`config.mk`:
```
export PLATFORM = sky130hd
export DESIGN_NAME = ghash_demux
export DESIGN_NICKNAME = d
export VERILOG_FILES = /design/src/rtl/ghash_pkg.sv /design/src/rtl/ghash_demux_slot.sv /design/src/rtl/ghash_demux.sv
export SDC_FILE = /design/constraint.sdc
export NUM_CORES = 1
export LEC_CHECK = 0
export ABC_AREA = 1
export CAP_MARGIN = 15
export CORE_AREA = 8 8 224 226
export DETAILED_ROUTE_END_ITERATION = 10
export DIE_AREA = 0 0 232 234
export MAX_ROUTING_LAYER = met4
export PLACE_DENSITY_LB_ADDON = 0.15
export SETUP_SLACK_MARGIN = 0.3
export SYNTH_ARGS = -nofsm -noshare
export SYNTH_HDL_FRONTEND = slang
export SYNTH_SLANG_ARGS = --single-unit
export TNS_END_PERCENT = 30
```
`constraint.sdc`:
```
create_clock -name clk -period 21.3 [get_ports clk]
set_input_delay 3.195 -clock clk [delete_from_list [all_inputs] [get_ports clk]]
set_output_delay 3.195 -clock clk [all_outputs]
set_load 0.01 [all_outputs]
```
`src/rtl/ghash_pkg.sv`:
```
// Shared constants for the GHASH datapath: block width and multiplier result
// destination selects.
package ghash_pkg;

    localparam int unsigned GHASH_W = 128;

    localparam logic [1:0] SEL_Y   = 2'b00;
    localparam logic [1:0] SEL_H   = 2'b01;
    localparam logic [1:0] SEL_TAG = 2'b10;
    localparam logic [1:0] SEL_BAD = 2'b11;

endpackage

```
`src/rtl/ghash_demux_slot.sv`:
```
// One-entry output buffer for the GHASH result demux: data register, valid
// flag, accepted-beat counter and the "can take a beat" term for in_ready.
module ghash_demux_slot #(
    parameter int unsigned WIDTH = 128,
    parameter int unsigned CNT_W = 16
) (
    input  logic             clk,
    input  logic             rst,
    input  logic             push,
    input  logic [WIDTH-1:0] push_data,
    output logic             can_take,
    output logic [WIDTH-1:0] data,
    output logic             valid,
    input  logic             ready,
    output logic [CNT_W-1:0] cnt
);

    logic [WIDTH-1:0] data_q, data_d;
    logic             valid_q, valid_d;
    logic [CNT_W-1:0] cnt_q, cnt_d;
    logic             accept;

    // A full slot can still take a beat when its consumer drains it this cycle.
    assign can_take = !valid_q || ready;
    assign accept   = push && can_take;

    always_comb begin
        data_d  = data_q;
        valid_d = valid_q;
        cnt_d   = cnt_q;
        if (accept) begin
            data_d  = push_data;
            valid_d = 1'b1;
            cnt_d   = cnt_q + CNT_W'(1);
        end else if (valid_q && ready) begin
            valid_d = 1'b0;
        end
    end

    always_ff @(posedge clk or posedge rst) begin
        if (rst) begin
            data_q  <= '0;
            valid_q <= 1'b0;
            cnt_q   <= '0;
        end else begin
            data_q  <= data_d;
            valid_q <= valid_d;
            cnt_q   <= cnt_d;
        end
    end

    assign data  = data_q;
    assign valid = valid_q;
    assign cnt   = cnt_q;

endmodule

```
`src/rtl/ghash_demux.sv`:
```
// Steers GF(2^128) multiplier results to the Y accumulator, H-power register
// or tag path through three one-entry buffered slots.
module ghash_demux
    import ghash_pkg::*;
#(
    parameter int unsigned WIDTH = GHASH_W,
    parameter int unsigned CNT_W = 16
) (
    input  logic             clk,
    input  logic             rst,
    input  logic [WIDTH-1:0] in_data,
    input  logic [1:0]       in_sel,
    input  logic             in_valid,
    output logic             in_ready,
    output logic [WIDTH-1:0] out1_data,
    output logic             out1_valid,
    input  logic             out1_ready,
    output logic [WIDTH-1:0] out2_data,
    output logic             out2_valid,
    input  logic             out2_ready,
    output logic [WIDTH-1:0] out3_data,
    output logic             out3_valid,
    input  logic             out3_ready,
    output logic [CNT_W-1:0] cnt1,
    output logic [CNT_W-1:0] cnt2,
    output logic [CNT_W-1:0] cnt3,
    output logic             err_sel,
    output logic [CNT_W-1:0] err_cnt
);

    logic push1, push2, push3;
    logic can1, can2, can3;
    logic bad_accept;
    logic             err_sel_q;
    logic [CNT_W-1:0] err_cnt_q, err_cnt_d;

    assign push1 = in_valid && (in_sel == SEL_Y);
    assign push2 = in_valid && (in_sel == SEL_H);
    assign push3 = in_valid && (in_sel == SEL_TAG);

    // Illegal beats are always consumed, so the handshake is just in_valid.
    assign bad_accept = in_valid && (in_sel == SEL_BAD);

    always_comb begin
        in_ready = 1'b1;
        unique case (in_sel)
            SEL_Y:   in_ready = can1;
            SEL_H:   in_ready = can2;
            SEL_TAG: in_ready = can3;
            SEL_BAD: in_ready = 1'b1;
        endcase
    end

    ghash_demux_slot #(.WIDTH(WIDTH), .CNT_W(CNT_W)) u_slot_y (
        .clk       (clk),
        .rst       (rst),
        .push      (push1),
        .push_data (in_data),
        .can_take  (can1),
        .data      (out1_data),
        .valid     (out1_valid),
        .ready     (out1_ready),
        .cnt       (cnt1)
    );

    ghash_demux_slot #(.WIDTH(WIDTH), .CNT_W(CNT_W)) u_slot_h (
        .clk       (clk),
        .rst       (rst),
        .push      (push2),
        .push_data (in_data),
        .can_take  (can2),
        .data      (out2_data),
        .valid     (out2_valid),
        .ready     (out2_ready),
        .cnt       (cnt2)
    );

    ghash_demux_slot #(.WIDTH(WIDTH), .CNT_W(CNT_W)) u_slot_tag (
        .clk       (clk),
        .rst       (rst),
        .push      (push3),
        .push_data (in_data),
        .can_take  (can3),
        .data      (out3_data),
        .valid     (out3_valid),
        .ready     (out3_ready),
        .cnt       (cnt3)
    );

    always_comb begin
        err_cnt_d = err_cnt_q;
        if (bad_accept) begin
            err_cnt_d = err_cnt_q + CNT_W'(1);
        end
    end

    always_ff @(posedge clk or posedge rst) begin
        if (rst) begin
            err_sel_q <= 1'b0;
            err_cnt_q <= '0;
        end else begin
            err_sel_q <= bad_accept;
            err_cnt_q <= err_cnt_d;
        end
    end

    assign err_sel = err_sel_q;
    assign err_cnt = err_cnt_q;

endmodule

```
==> flow_summary_export.csv <==
group,metric,value,unit
run_status,status,"finished, final reports clean",
setup_path,crit_required,18.11,ns
grt,grt-ovfl-total,0,
sta,finalCritPeriodShare,0.374,
clock_network,root_buffer,"clkbuf_16",
clock_network,clockBufferDepth,3,
logic_synthesis,netlist_area,17400,µm²
sta,setup_tns,0,ns
sta,clock.fmax,0.125,GHz
setup_path,crit_chain,"clkdlybuf4s50_1 -> nor2_1 -> inv_1 -> o21ai_0 -> o211ai_1 -> clkdlybuf4s50_1",
final_layout,layout-drive-gt1-share,0.0401,
floorplanning,start_util,0.371,
clock_network,cts_setup_buffers,0,
grt,grt_usage,0.206,
setup_path,worstSetupEndpointType,"output port",
clock_network,clock_sinks,452,
detailed_routing,drt-vias-per-instance,4.69,
clock_network,cts_tree,"built",
floorplanning,die_w,232,µm
final_layout,final_common_cell,"clkdlybuf4s50_1",
placement,dp_hpwl,41100,µm
clock_network,clkTransAtPathRegs,0.06,ns
grt,antenna_found_initial,4,
power,power.leakage,11.8,nW
clock_network,h-tree-depth,2,
clock_network,cts_made_buffers,48,
detailed_routing,ant_nets,0,
logic_synthesis,synth.yosys.seq_area_share,0.651,
grt,grt_max_degree,117,
detailed_routing,drcViolationCount,0,
floorplanning,die_h,234,µm
final_layout,final_cells,3016,
sta,tightest_slew,1.09,ns
placement,place.gp.congestion,0.837,
placement,port_buffers,588,
worst_hold_path,min_path_type,"reg2reg",
sta,slew_viol_final,0,
floorplanning,fp-row-count,80,
sta,hold_viol_final,0,
sta,fin_crit,7.97,ns
logic_synthesis,postSynthCellCount,1799,
clock_network,insertion_delay,0.56,ns
setup_path,cp_num_buf_inv,3,
sta,hold_ws,0.480,ns
placement,placedCellCount,2929,
power,ir_drop,0.0000624,V
floorplanning,core,46800,µm²
logic_synthesis,syn_nets,1939,
sta,slew_headroom,0.277,
detailed_routing,drtPass1Iterations,5,
setup_path,arrival,4.78,ns
clock_network,cts_hold_buf,0,
setup_path,cp-start-kind,"input port",
final_layout,fillCellCount,4329,
final_layout,register_area,11300,µm²
logic_synthesis,synth_area_per_cell,9.66,µm²
final_layout,most-common-layout-cells,"588 x clkdlybuf4s50_1, 549 x nand2_1, 452 x dfrtp_1",
final_layout,fin_nets,2504,
grt,grt_pass1_wl,85200,µm
floorplanning,boundaryPins,589,
floorplanning,die_area,54300,µm²
setup_path,cp_common_cell,"clkdlybuf4s50_1",
setup_path,crit_slowest_cell,"clkdlybuf4s50_1",
detailed_routing,wl_per_cell,18.7,µm
detailed_routing,num_vias,14137,
run,drv_cap,0,
setup_path,path_max_fanout,3,
power,powerDensity,102,nW/µm²
setup_path,critical_path.top_delay_family,"buffers and inverters",
sta,skew,0.0165,ns
logic_synthesis,ys.warnings.count,0,
clock_network,cts_resized,0,
grt,grt_pass1_vias,14275,
logic_synthesis,synth.distinct_cells,25,
final_layout,flow.area_growth_from_synthesis,45.4,%
detailed_routing,drt_iter0_drc,818,
setup_path,slowest_delay,0.50,ns
setup_path,critPathKind,"in2out",
sta,grt_setup_unrepaired,"no",
sta,setup_viol,0,
logic_synthesis,ys_seq_elements,452,
final_layout,multiInputGateArea,4970,µm²
detailed_routing,wirelength,56300,µm
sequential cells by signal, summed over array words and instances, names as in the netlist:
name,count
err_cnt,16
err_sel,1
u_slot_h.cnt,16
u_slot_h.data,128
u_slot_h.valid,1
u_slot_tag.cnt,16
u_slot_tag.data,128
u_slot_tag.valid,1
u_slot_y.cnt,16
u_slot_y.data,128
u_slot_y.valid,1
metrics by stage:
stage / worst slack (ns) / area (µm²) / util / power [mW]
floorplan: 5.51 / 17400 / - / 1.34
global placement: 13.29 / 23700 / 0.506 / 1.76
detailed placement: 13.33 / 23700 / 0.506 / 1.77
CTS: 13.31 / 25200 / 0.539 / 2.61
global route: 13.19 / 25300 / 0.539 / 2.70
finish: 13.33 / 25300 / 0.539 / 2.57
per-layer routing:
layer,GRT usage,share of wire
met1,0.235,0.39
met4,0.0834,0.042
met2,0.324,0.47
met5,-,0
met3,0.0810,0.098
kinds of logic after synthesis:
group / share of synthesized area
simple gates: 0.153
flops: 0.651
compound gates: 0.113
buf+inv: 0.0640
xor+xnor: 0.0156
fa+ha+maj: 0.00288
synth_stat cells, drive strengths merged:
| cell type | n | area (µm²) |
|---|---|---|
| nand3 | 27 | 158 |
| and2 | 1 | 6.26 |
| xor2 | 15 | 131 |
| clkinv | 1 | 3.75 |
| nor2 | 49 | 241 |
| nand2 | 550 | 2070 |
| clkbuf | 12 | 45.0 |
| o211ai | 1 | 7.51 |
| buf | 73 | 384 |
| ha | 4 | 50.1 |
| nor3 | 3 | 15.0 |
| o21ai | 390 | 1950 |
| nand3b | 19 | 143 |
| nand4 | 5 | 31.3 |
| xnor2 | 16 | 140 |
| dfrtp | 452 | 11300 |
| inv | 181 | 679 |
tightest hold or removal path, delay by kind of cell, from the launching register on:
family,cells,cell delay (ns)
AND/OR/NAND/NOR,1,0.05
AO/OA/AOI/OAI,1,0.05
flip-flops,1,0.34
path summary, 6_finish.rpt:
path | startpoint | endpoint | slack [ns] | cells after the start
worst max-delay path | out2_ready | in_ready | 13.33 | 6
worst min-delay path | u_slot_y.data[79]$_DFFE_PP0P_ | u_slot_y.data[79]$_DFFE_PP0P_ | 0.48 | 2
worst max register to register | u_slot_tag.valid$_DFFE_PP0P_ | u_slot_tag.data[68]$_DFFE_PP0P_ | 18.45 | 6
worst min register to register | u_slot_y.data[79]$_DFFE_PP0P_ | u_slot_y.data[79]$_DFFE_PP0P_ | 0.48 | 2
max in group asynchronous | rst | u_slot_tag.data[3]$_DFFE_PP0P_ | 14.98 | 5
min in group asynchronous | rst | u_slot_tag.data[64]$_DFFE_PP0P_ | 3.14 | 2
report_power, final:
| group | internal, mW | switching, mW | total, mW | leakage [nW] |
|---|---|---|---|---|
| Clock | 0.489 | 0.332 | 0.821 | 0.740 |
| Combinational | 0.342 | 0.302 | 0.644 | 5.38 |
| Sequential | 1.01 | 0.0973 | 1.11 | 5.71 |
cell type report:
type                       instances  area share
tap                              615      0.0305
clock inverter                    11     0.00659
sequential                       452       0.448
antenna                            4    0.000396
inverter                         182      0.0273
clock buffer                      72      0.0540
multi-input combinational       1080       0.197
timing repair buffer             600       0.237
Power figures use the tool's default switching activity.
